<file path="src/rtl/bcd_serial_alu_if.sv">
// Operand/result bundle for the digit-serial BCD unit.
// The master drives a request and the slave returns the held result.
interface bcd_serial_alu_if #(
    parameter int DIGITS = 3
);
    logic                  start;
    logic [1:0]            op_code;
    logic [4*DIGITS-1:0]   a_bcd;
    logic                  a_sign;
    logic [4*DIGITS-1:0]   b_bcd;
    logic                  b_sign;
    logic                  busy;
    logic                  done;
    logic [4*DIGITS-1:0]   result_bcd;
    logic                  result_sign;
    logic                  overflow;
    logic                  invalid;

    modport master (
        output start, op_code, a_bcd, a_sign, b_bcd, b_sign,
        input  busy, done, result_bcd, result_sign, overflow, invalid
    );

    modport slave (
        input  start, op_code, a_bcd, a_sign, b_bcd, b_sign,
        output busy, done, result_bcd, result_sign, overflow, invalid
    );
endinterface

</file>
<file path="src/rtl/bcd_serial_alu.sv">
// Digit-serial sign-magnitude BCD add / subtract / pass unit.
// One digit per clock, LS digit first; a negative partial difference is
// turned into its ten's complement in a second serial pass (FIX).
module bcd_serial_alu #(
    parameter int DIGITS = 3
) (
    input  logic             clock,
    input  logic             reset_n,
    bcd_serial_alu_if.slave  bus
);
    localparam int IW = (DIGITS > 1) ? $clog2(DIGITS) : 1;

    typedef enum logic [2:0] {IDLE, CHECK, RUN, FIX, DONE} state_t;

    state_t                    state_q, state_d;
    logic [IW-1:0]             idx_q, idx_d;
    logic                      cy_q, cy_d;
    logic [DIGITS-1:0][3:0]    a_q, a_d, b_q, b_d, acc_q, acc_d;
    logic                      sgn_q, sgn_d, sub_q, sub_d;
    logic                      busy_q, busy_d, done_q, done_d;
    logic [DIGITS-1:0][3:0]    result_bcd_q, result_bcd_d;
    logic                      result_sign_q, result_sign_d;
    logic                      overflow_q, overflow_d, invalid_q, invalid_d;

    logic                      bad_in, last, cy_n, eff_a_sign, eff_b_sign;
    logic [3:0]                da, db, dr, dig;
    logic [4:0]                sum, dif, cpl;

    // Flag any non-decimal nibble on the incoming operands.
    always_comb begin
        bad_in = 1'b0;
        for (int i = 0; i < DIGITS; i++) begin
            if (bus.a_bcd[4*i +: 4] > 4'd9 || bus.b_bcd[4*i +: 4] > 4'd9)
                bad_in = 1'b1;
        end
    end

    // Next-state, per-digit arithmetic and result capture.
    always_comb begin
        state_d       = state_q;
        idx_d         = idx_q;
        cy_d          = cy_q;
        a_d           = a_q;
        b_d           = b_q;
        acc_d         = acc_q;
        sgn_d         = sgn_q;
        sub_d         = sub_q;
        busy_d        = busy_q;
        done_d        = 1'b0;
        result_bcd_d  = result_bcd_q;
        result_sign_d = result_sign_q;
        overflow_d    = overflow_q;
        invalid_d     = invalid_q;
        dig           = 4'd0;
        cy_n          = 1'b0;

        // pass B borrows B's sign for the zeroed A; subtract flips B's sign
        eff_a_sign = (bus.op_code == 2'b11) ? bus.b_sign : bus.a_sign;
        eff_b_sign = bus.b_sign ^ (bus.op_code == 2'b01);

        da   = a_q[idx_q];
        db   = b_q[idx_q];
        dr   = acc_q[idx_q];
        sum  = {1'b0, da} + {1'b0, db} + {4'b0, cy_q};
        dif  = {1'b0, da} - {1'b0, db} - {4'b0, cy_q};
        cpl  = {1'b0, 4'd9 - dr} + {4'b0, cy_q};
        last = (idx_q == IW'(DIGITS - 1));

        case (state_q)
            IDLE: begin
                if (bus.start) begin
                    if (bad_in) begin
                        state_d       = DONE;
                        done_d        = 1'b1;
                        result_bcd_d  = '0;
                        result_sign_d = 1'b0;
                        overflow_d    = 1'b0;
                        invalid_d     = 1'b1;
                    end else begin
                        state_d = CHECK;
                        busy_d  = 1'b1;
                        a_d     = (bus.op_code == 2'b11) ? '0 : bus.a_bcd;
                        b_d     = (bus.op_code == 2'b10) ? '0 : bus.b_bcd;
                        sgn_d   = eff_a_sign;
                        sub_d   = (eff_a_sign != eff_b_sign);
                        idx_d   = '0;
                        cy_d    = 1'b0;
                        acc_d   = '0;
                    end
                end
            end
            CHECK, RUN: begin
                if (sub_q) begin
                    cy_n = dif[4];
                    dig  = cy_n ? 4'(dif + 5'd10) : dif[3:0];
                end else begin
                    cy_n = (sum > 5'd9);
                    dig  = cy_n ? 4'(sum - 5'd10) : sum[3:0];
                end
                acc_d[idx_q] = dig;
                cy_d         = cy_n;
                idx_d        = idx_q + IW'(1);
                state_d      = RUN;
                if (last) begin
                    idx_d = '0;
                    if (sub_q && cy_n) begin
                        state_d = FIX;
                        cy_d    = 1'b1;
                    end else begin
                        state_d       = DONE;
                        done_d        = 1'b1;
                        busy_d        = 1'b0;
                        result_bcd_d  = acc_d;
                        overflow_d    = !sub_q && cy_n;
                        invalid_d     = 1'b0;
                        // zero magnitude is never negative unless it wrapped
                        result_sign_d = (acc_d == '0 && !(!sub_q && cy_n)) ? 1'b0 : sgn_q;
                    end
                end
            end
            FIX: begin
                cy_n         = (cpl > 5'd9);
                dig          = cy_n ? 4'(cpl - 5'd10) : cpl[3:0];
                acc_d[idx_q] = dig;
                cy_d         = cy_n;
                idx_d        = idx_q + IW'(1);
                if (last) begin
                    idx_d         = '0;
                    state_d       = DONE;
                    done_d        = 1'b1;
                    busy_d        = 1'b0;
                    result_bcd_d  = acc_d;
                    overflow_d    = 1'b0;
                    invalid_d     = 1'b0;
                    result_sign_d = (acc_d == '0) ? 1'b0 : ~sgn_q;
                end
            end
            DONE:    state_d = IDLE;
            default: state_d = IDLE;
        endcase
    end

    // State and output registers; reset aborts any operation in flight.
    always_ff @(posedge clock or negedge reset_n) begin
        if (!reset_n) begin
            state_q       <= IDLE;
            idx_q         <= '0;
            cy_q          <= 1'b0;
            a_q           <= '0;
            b_q           <= '0;
            acc_q         <= '0;
            sgn_q         <= 1'b0;
            sub_q         <= 1'b0;
            busy_q        <= 1'b0;
            done_q        <= 1'b0;
            result_bcd_q  <= '0;
            result_sign_q <= 1'b0;
            overflow_q    <= 1'b0;
            invalid_q     <= 1'b0;
        end else begin
            state_q       <= state_d;
            idx_q         <= idx_d;
            cy_q          <= cy_d;
            a_q           <= a_d;
            b_q           <= b_d;
            acc_q         <= acc_d;
            sgn_q         <= sgn_d;
            sub_q         <= sub_d;
            busy_q        <= busy_d;
            done_q        <= done_d;
            result_bcd_q  <= result_bcd_d;
            result_sign_q <= result_sign_d;
            overflow_q    <= overflow_d;
            invalid_q     <= invalid_d;
        end
    end

    assign bus.busy        = busy_q;
    assign bus.done        = done_q;
    assign bus.result_bcd  = result_bcd_q;
    assign bus.result_sign = result_sign_q;
    assign bus.overflow    = overflow_q;
    assign bus.invalid     = invalid_q;
endmodule

</file>
<file path="src/flat_wrapper.sv">
// flat-port wrapper written by rule: the top's interface ports become plain ports
module bcd_serial_alu_flat 
#(
    parameter int DIGITS = 3
)
  (clock, reset_n, bus_start, bus_op_code, bus_a_bcd, bus_a_sign, bus_b_bcd, bus_b_sign, bus_busy, bus_done, bus_result_bcd, bus_result_sign, bus_overflow, bus_invalid);
  bcd_serial_alu_if #(.DIGITS(DIGITS)) bus_i ();
  input  logic clock;
  input  logic reset_n;
  input wire logic [$bits(bus_i.start)-1:0] bus_start;
  input wire logic [$bits(bus_i.op_code)-1:0] bus_op_code;
  input wire logic [$bits(bus_i.a_bcd)-1:0] bus_a_bcd;
  input wire logic [$bits(bus_i.a_sign)-1:0] bus_a_sign;
  input wire logic [$bits(bus_i.b_bcd)-1:0] bus_b_bcd;
  input wire logic [$bits(bus_i.b_sign)-1:0] bus_b_sign;
  output wire logic [$bits(bus_i.busy)-1:0] bus_busy;
  output wire logic [$bits(bus_i.done)-1:0] bus_done;
  output wire logic [$bits(bus_i.result_bcd)-1:0] bus_result_bcd;
  output wire logic [$bits(bus_i.result_sign)-1:0] bus_result_sign;
  output wire logic [$bits(bus_i.overflow)-1:0] bus_overflow;
  output wire logic [$bits(bus_i.invalid)-1:0] bus_invalid;
  assign bus_i.start = bus_start;
  assign bus_i.op_code = bus_op_code;
  assign bus_i.a_bcd = bus_a_bcd;
  assign bus_i.a_sign = bus_a_sign;
  assign bus_i.b_bcd = bus_b_bcd;
  assign bus_i.b_sign = bus_b_sign;
  assign bus_busy = bus_i.busy;
  assign bus_done = bus_i.done;
  assign bus_result_bcd = bus_i.result_bcd;
  assign bus_result_sign = bus_i.result_sign;
  assign bus_overflow = bus_i.overflow;
  assign bus_invalid = bus_i.invalid;
  bcd_serial_alu #(.DIGITS(DIGITS)) u_core (.clock(clock), .reset_n(reset_n), .bus(bus_i));
endmodule
</file>
<file path="config.mk">
export PLATFORM = sky130hd
export DESIGN_NAME = bcd_serial_alu_flat
export DESIGN_NICKNAME = d
export VERILOG_FILES = /design/src/rtl/bcd_serial_alu_if.sv /design/src/rtl/bcd_serial_alu.sv /design/src/flat_wrapper.sv
export SDC_FILE = /design/constraint.sdc
export NUM_CORES = 1
export LEC_CHECK = 0
export ABC_CLOCK_PERIOD_IN_PS = 5800
export CAP_MARGIN = 20
export CORE_MARGIN = 3
export CORE_UTILIZATION = 57
export DETAILED_ROUTE_END_ITERATION = 7
export PLACE_DENSITY = 0.81
export RECOVER_POWER = 100
export SYNTH_ARGS = -nofsm -noshare
export SYNTH_HDL_FRONTEND = slang
export SYNTH_SLANG_ARGS = --single-unit
</file>
<file path="constraint.sdc">
create_clock -name clock -period 5.8 [get_ports clock]
set_input_delay 0.87 -clock clock [delete_from_list [all_inputs] [get_ports clock]]
set_output_delay 0.87 -clock clock [all_outputs]
set_load 0.01 [all_outputs]
</file>
==> impl_metrics.csv, run 1 <==
group,metric,value,unit
logic_synthesis,mean_instance_size_in_the_synthesized_netlist,8.360,um2
final_layout,final_cell_mix,"81 x sky130_fd_sc_hd__nand2_1, 61 x sky130_fd_sc_hd__dfrtp_1, 48 x sky130_fd_sc_hd__nor2_1",
run_status,run_status,"finished, violations left",
power_and_ir_drop,pwr-share-comb,67.9,%
timing,whs,0.4772,ns
power_and_ir_drop,total_leakage_power,0.002173,uW
place,place.detailed.hpwl,8.160,mm
critical_path,reg2reg_slack,0.87,ns
logic_synthesis,synth_async_sr_flop_share,100.0,%
cts,postCtsSetupBuffers,0,
timing,finalSetupViolations,0,
logic_synthesis,syn-num-nets,531,
power_and_ir_drop,pwr_density_cell,724.7,mW/mm2
critical_path,timing.setup.critical_path_class,"reg2reg",
global_routing,globalRoute.totalOverflow,0,
cts,cts.path.max_buffers,2,
power_and_ir_drop,power.share.switching,49.78,%
worst_hold_path,hold_class,"reg2reg",
timing,finalHoldViolations,0,
critical_path,critical_path_required,5.99,ns
power_and_ir_drop,power_frac_clock,9.2,%
global_routing,globalRouteTotalUtil,26.76,%
detailed_routing,drc,0,
final_layout,layout_commonest_cell,"sky130_fd_sc_hd__nand2_1",
logic_synthesis,synth-edff-count,0,
critical_path,startpoint_type,"flip-flop",
timing,post_route_setup_tns,0,ns
detailed_routing,routed_wirelength,10.71,mm
critical_path,setup.worst_path.end_class,"flip-flop",
die,floorplan.die.width,90.00,um
logic_synthesis,netlist-cell-type-count,62,
place,routabilityCongestion,0.9752,
timing,fmax,0.2027,GHz
detailed_routing,drt-pass1-iter-count,6,
detailed_routing,vias_per_cell,6.209,
cts,clk-insertion-delay-late,0.33,ns
logic_synthesis,synth-warning-count,0,
logic_synthesis,syn-cell-area,0.004021,mm2
global_routing,vias_in_the_first_global_route,3523,
power_and_ir_drop,vdd_ir_drop_max,0.3312,mV
power_and_ir_drop,pwr-share-seq,22.9,%
critical_path,worstPathMaxFanout,15,
detailed_routing,vias,3862,
critical_path,worst_r2r_startpoint,"u_core.idx_q[1]",
cts,cts_tree,"done",
global_routing,initial_antenna_violation_count,0,
worst_hold_path,min_to,"u_core.a_q[11]",
timing,rsz_0062_raised_after_global_routing,"false",
die,die_area,0.008099,mm2
global_routing,grt_max_degree,62,
critical_path,crit_reg_reg_endpoint,"u_core.bus.result_sign",
logic_synthesis,yosys_register_bits,61,
power_and_ir_drop,p_sw,1697,uW
die,die_h,90.00,um
cts,clock_tree.root_cell,"sky130_fd_sc_hd__clkbuf_8",
timing,final.min_clock_period,4.934,ns
final_layout,finalNetCount,574,
cts,ctsHtreeMaxLevel,3,
detailed_routing,drt_iter0_drc,425,
final_layout,post-route-util,71.26,%
timing,report.final.slew_viol_count,62,
die,starting_density_of_the_core,60.89,%
timing,period_share,85.07,%
die,floorplan.rows,29,
final_layout,insertedDiodeCount,0,
cts,cts_hold_bufs,0,
cts,cts_inserted_buffers,9,
timing,setup_skew,0.01220,ns
cts,postCtsResizedCells,0,
logic_synthesis,synth-seq-area-share,37.96,%
power_and_ir_drop,p_int,1713,uW
timing,max_transition_margin,-114.4,%
final_layout,area_delta_synth_final,17.02,%
die,placeableCoreArea,0.006604,mm2
global_routing,grt_pass1_wl,17.62,mm
critical_path,critPathArrivalTime,5.13,ns
detailed_routing,antenna_violating_nets_post_route,0,
place,buffer_ports.inserted,47,
logic_synthesis,synthesis.instances,481,
cts,tritoncts_num_sinks,61,
critical_path,reg2reg_depth,16,
worst_hold_path,holdCritStartpoint,"u_core.a_q[11]",
logic_synthesis,primary_ff_master_synth,"sky130_fd_sc_hd__dfrtp_1",
final_layout,drive_above_1_share,5.860,%
run,max_cap_viol_count,1,
detailed_routing,routed_wire_length_per_instance,17.21,um
run_status,violations_in_the_final_reports,"max-capacitance violations, max-slew violations",
cts,worst_setup_hold_path_clk_slew,0.07,ns
die,boundaryPins,48,
timing,worstMarginPinSlew,3.216,ns
worst_hold_path,min_delay_path_depth,2,
==> Yosys cell counts (2+ instances only) <==
cell type | n | area (um2)
sky130_fd_sc_hd__o22a_1 | 2 | 17.52
sky130_fd_sc_hd__nand3_1 | 30 | 150.1
sky130_fd_sc_hd__nand2_1 | 81 | 304.0
sky130_fd_sc_hd__o21a_1 | 4 | 30.03
sky130_fd_sc_hd__inv_1 | 22 | 82.58
sky130_fd_sc_hd__nand4_1 | 2 | 12.51
sky130_fd_sc_hd__ha_1 | 15 | 187.7
sky130_fd_sc_hd__nor2_1 | 48 | 180.2
sky130_fd_sc_hd__o311ai_0 | 2 | 17.52
sky130_fd_sc_hd__clkbuf_1 | 15 | 56.30
sky130_fd_sc_hd__a22oi_1 | 6 | 45.04
sky130_fd_sc_hd__a22o_1 | 6 | 52.55
sky130_fd_sc_hd__a21oi_1 | 31 | 155.2
sky130_fd_sc_hd__o21ai_0 | 30 | 150.1
sky130_fd_sc_hd__nor4_1 | 3 | 18.77
sky130_fd_sc_hd__dfrtp_1 | 61 | 1526
sky130_fd_sc_hd__fa_1 | 4 | 80.08
sky130_fd_sc_hd__a21boi_0 | 2 | 15.01
sky130_fd_sc_hd__a2bb2oi_1 | 3 | 26.28
sky130_fd_sc_hd__a21o_1 | 4 | 30.03
sky130_fd_sc_hd__or2_2 | 2 | 12.51
sky130_fd_sc_hd__nand3b_1 | 2 | 15.01
sky130_fd_sc_hd__mux2i_1 | 16 | 160.2
sky130_fd_sc_hd__a211oi_1 | 3 | 22.52
sky130_fd_sc_hd__o22ai_1 | 8 | 50.05
sky130_fd_sc_hd__xor2_1 | 4 | 35.03
sky130_fd_sc_hd__o221ai_1 | 2 | 17.52
sky130_fd_sc_hd__o211ai_1 | 5 | 37.54
sky130_fd_sc_hd__a2111oi_0 | 3 | 26.28
sky130_fd_sc_hd__nand2b_1 | 6 | 37.54
sky130_fd_sc_hd__and2_1 | 3 | 18.77
sky130_fd_sc_hd__nor3_1 | 10 | 50.05
sky130_fd_sc_hd__or3_1 | 6 | 37.54
sky130_fd_sc_hd__a221oi_1 | 3 | 26.28
sky130_fd_sc_hd__nor2b_1 | 3 | 18.77
sky130_fd_sc_hd__xnor2_1 | 3 | 26.28
sky130_fd_sc_hd__a21bo_2 | 2 | 20.02
sky130_fd_sc_hd__mux2_2 | 5 | 56.30
==> cell families after synthesis <==
kind of cell    after synthesis  synth area share [%]
fa+ha+maj                    19                 6.658
flops                        61                 37.96
simple gates                203                 22.78
compound gates              127                 20.91
buf+inv                      42                 4.231
mux                          22                 5.943
xor+xnor                      7                 1.525
==> flip-flops by register name (all words and copies together) (netlist names), 2 cells and up <==
register and flops:
u_core.idx_q 2, u_core.state_q 3, u_core.bus.result_bcd 12, u_core.acc_q 12
u_core.b_q 12, u_core.a_q 12
==> metal layers <==
| layer | vias up | global-route usage (%) | wire [um] | share of wire [%] |
|---|---|---|---|---|
| li1 | 1808 | - | - | - |
| met1 | 1858 | 40.14 | 4908 | 46 |
| met2 | 173 | 40.66 | 4920 | 46 |
| met5 | - | 0 | 0 | 0 |
| met3 | 23 | 3.088 | 681 | 6.4 |
| met4 | 0 | 8.546 | 198 | 1.8 |
==> through the flow <==
step                      cell area (um2)  total power, uW  worst slack (ns)  instances
final                                4706             3410            0.8657        622
after global routing                 4706             3736            0.4215        622
after global placement               4549             2991             1.129        606
after detailed placement             4549             3086             1.003        606
after CTS                            4710             3415            0.9879        622
after floorplan                      4021             2466             1.384        481
==> worst max-delay path, cell delays in order, from the launching register on <==
cell and delay, ns:
sky130_fd_sc_hd__dfrtp_1 0.50, sky130_fd_sc_hd__nor2b_1 0.48, sky130_fd_sc_hd__buf_4 0.31, sky130_fd_sc_hd__a21oi_1 0.10
sky130_fd_sc_hd__ha_1 0.23, sky130_fd_sc_hd__ha_1 0.23, sky130_fd_sc_hd__xor2_1 0.22, sky130_fd_sc_hd__inv_1 0.11
sky130_fd_sc_hd__ha_1 0.21, sky130_fd_sc_hd__a21bo_1 0.23, sky130_fd_sc_hd__o21ai_0 0.22, sky130_fd_sc_hd__o21ai_0 0.21
sky130_fd_sc_hd__mux4_2 0.51, sky130_fd_sc_hd__nor4_1 0.58, sky130_fd_sc_hd__o211ai_1 0.22, sky130_fd_sc_hd__a211oi_1 0.34
sky130_fd_sc_hd__o22ai_1 0.11
==> worst max-delay path by stage <==
stage                    start                      to  slack, ns
2_1_floorplan  u_core.idx_q[1]  u_core.bus.result_sign       1.38
3_3_place_gp   u_core.idx_q[1]  u_core.bus.result_sign       1.13
3_5_place_dp   u_core.idx_q[1]  u_core.bus.result_sign       1.00
4_1_cts        u_core.idx_q[1]  u_core.bus.result_sign       0.99
5_1_grt        u_core.idx_q[1]  u_core.bus.result_sign       0.42
6_report       u_core.idx_q[1]  u_core.bus.result_sign       0.87
==> power groups by stage <==
stage	logic (uW)	registers [uW]	clock network, uW
finish	2320	780	315
global route	2590	802	341
CTS	2320	775	322
detailed placement	2300	781	0
global placement	2210	777	0
floorplan	1710	757	0
==> cell type report <==
| cell class | instances | area [um2] |
|---|---|---|
| Clock buffer | 12 | 135.1 |
| Clock inverter | 4 | 25.02 |
| Fill cell | 537 | 1898 |
| Inverter | 23 | 86.33 |
| Multi-Input combinational cell | 378 | 2325 |
| Sequential cell | 61 | 1526 |
| Tap cell | 93 | 116.4 |
| Timing Repair Buffer | 51 | 491.7 |
Power figures use the tool's default switching activity.
==> run 2, diff against run 1 <==
Settings changed: SLEW_MARGIN set to 20.
==> results of run 2 <==
No change in the layout: final DEF, timing and power equal those of run 1.
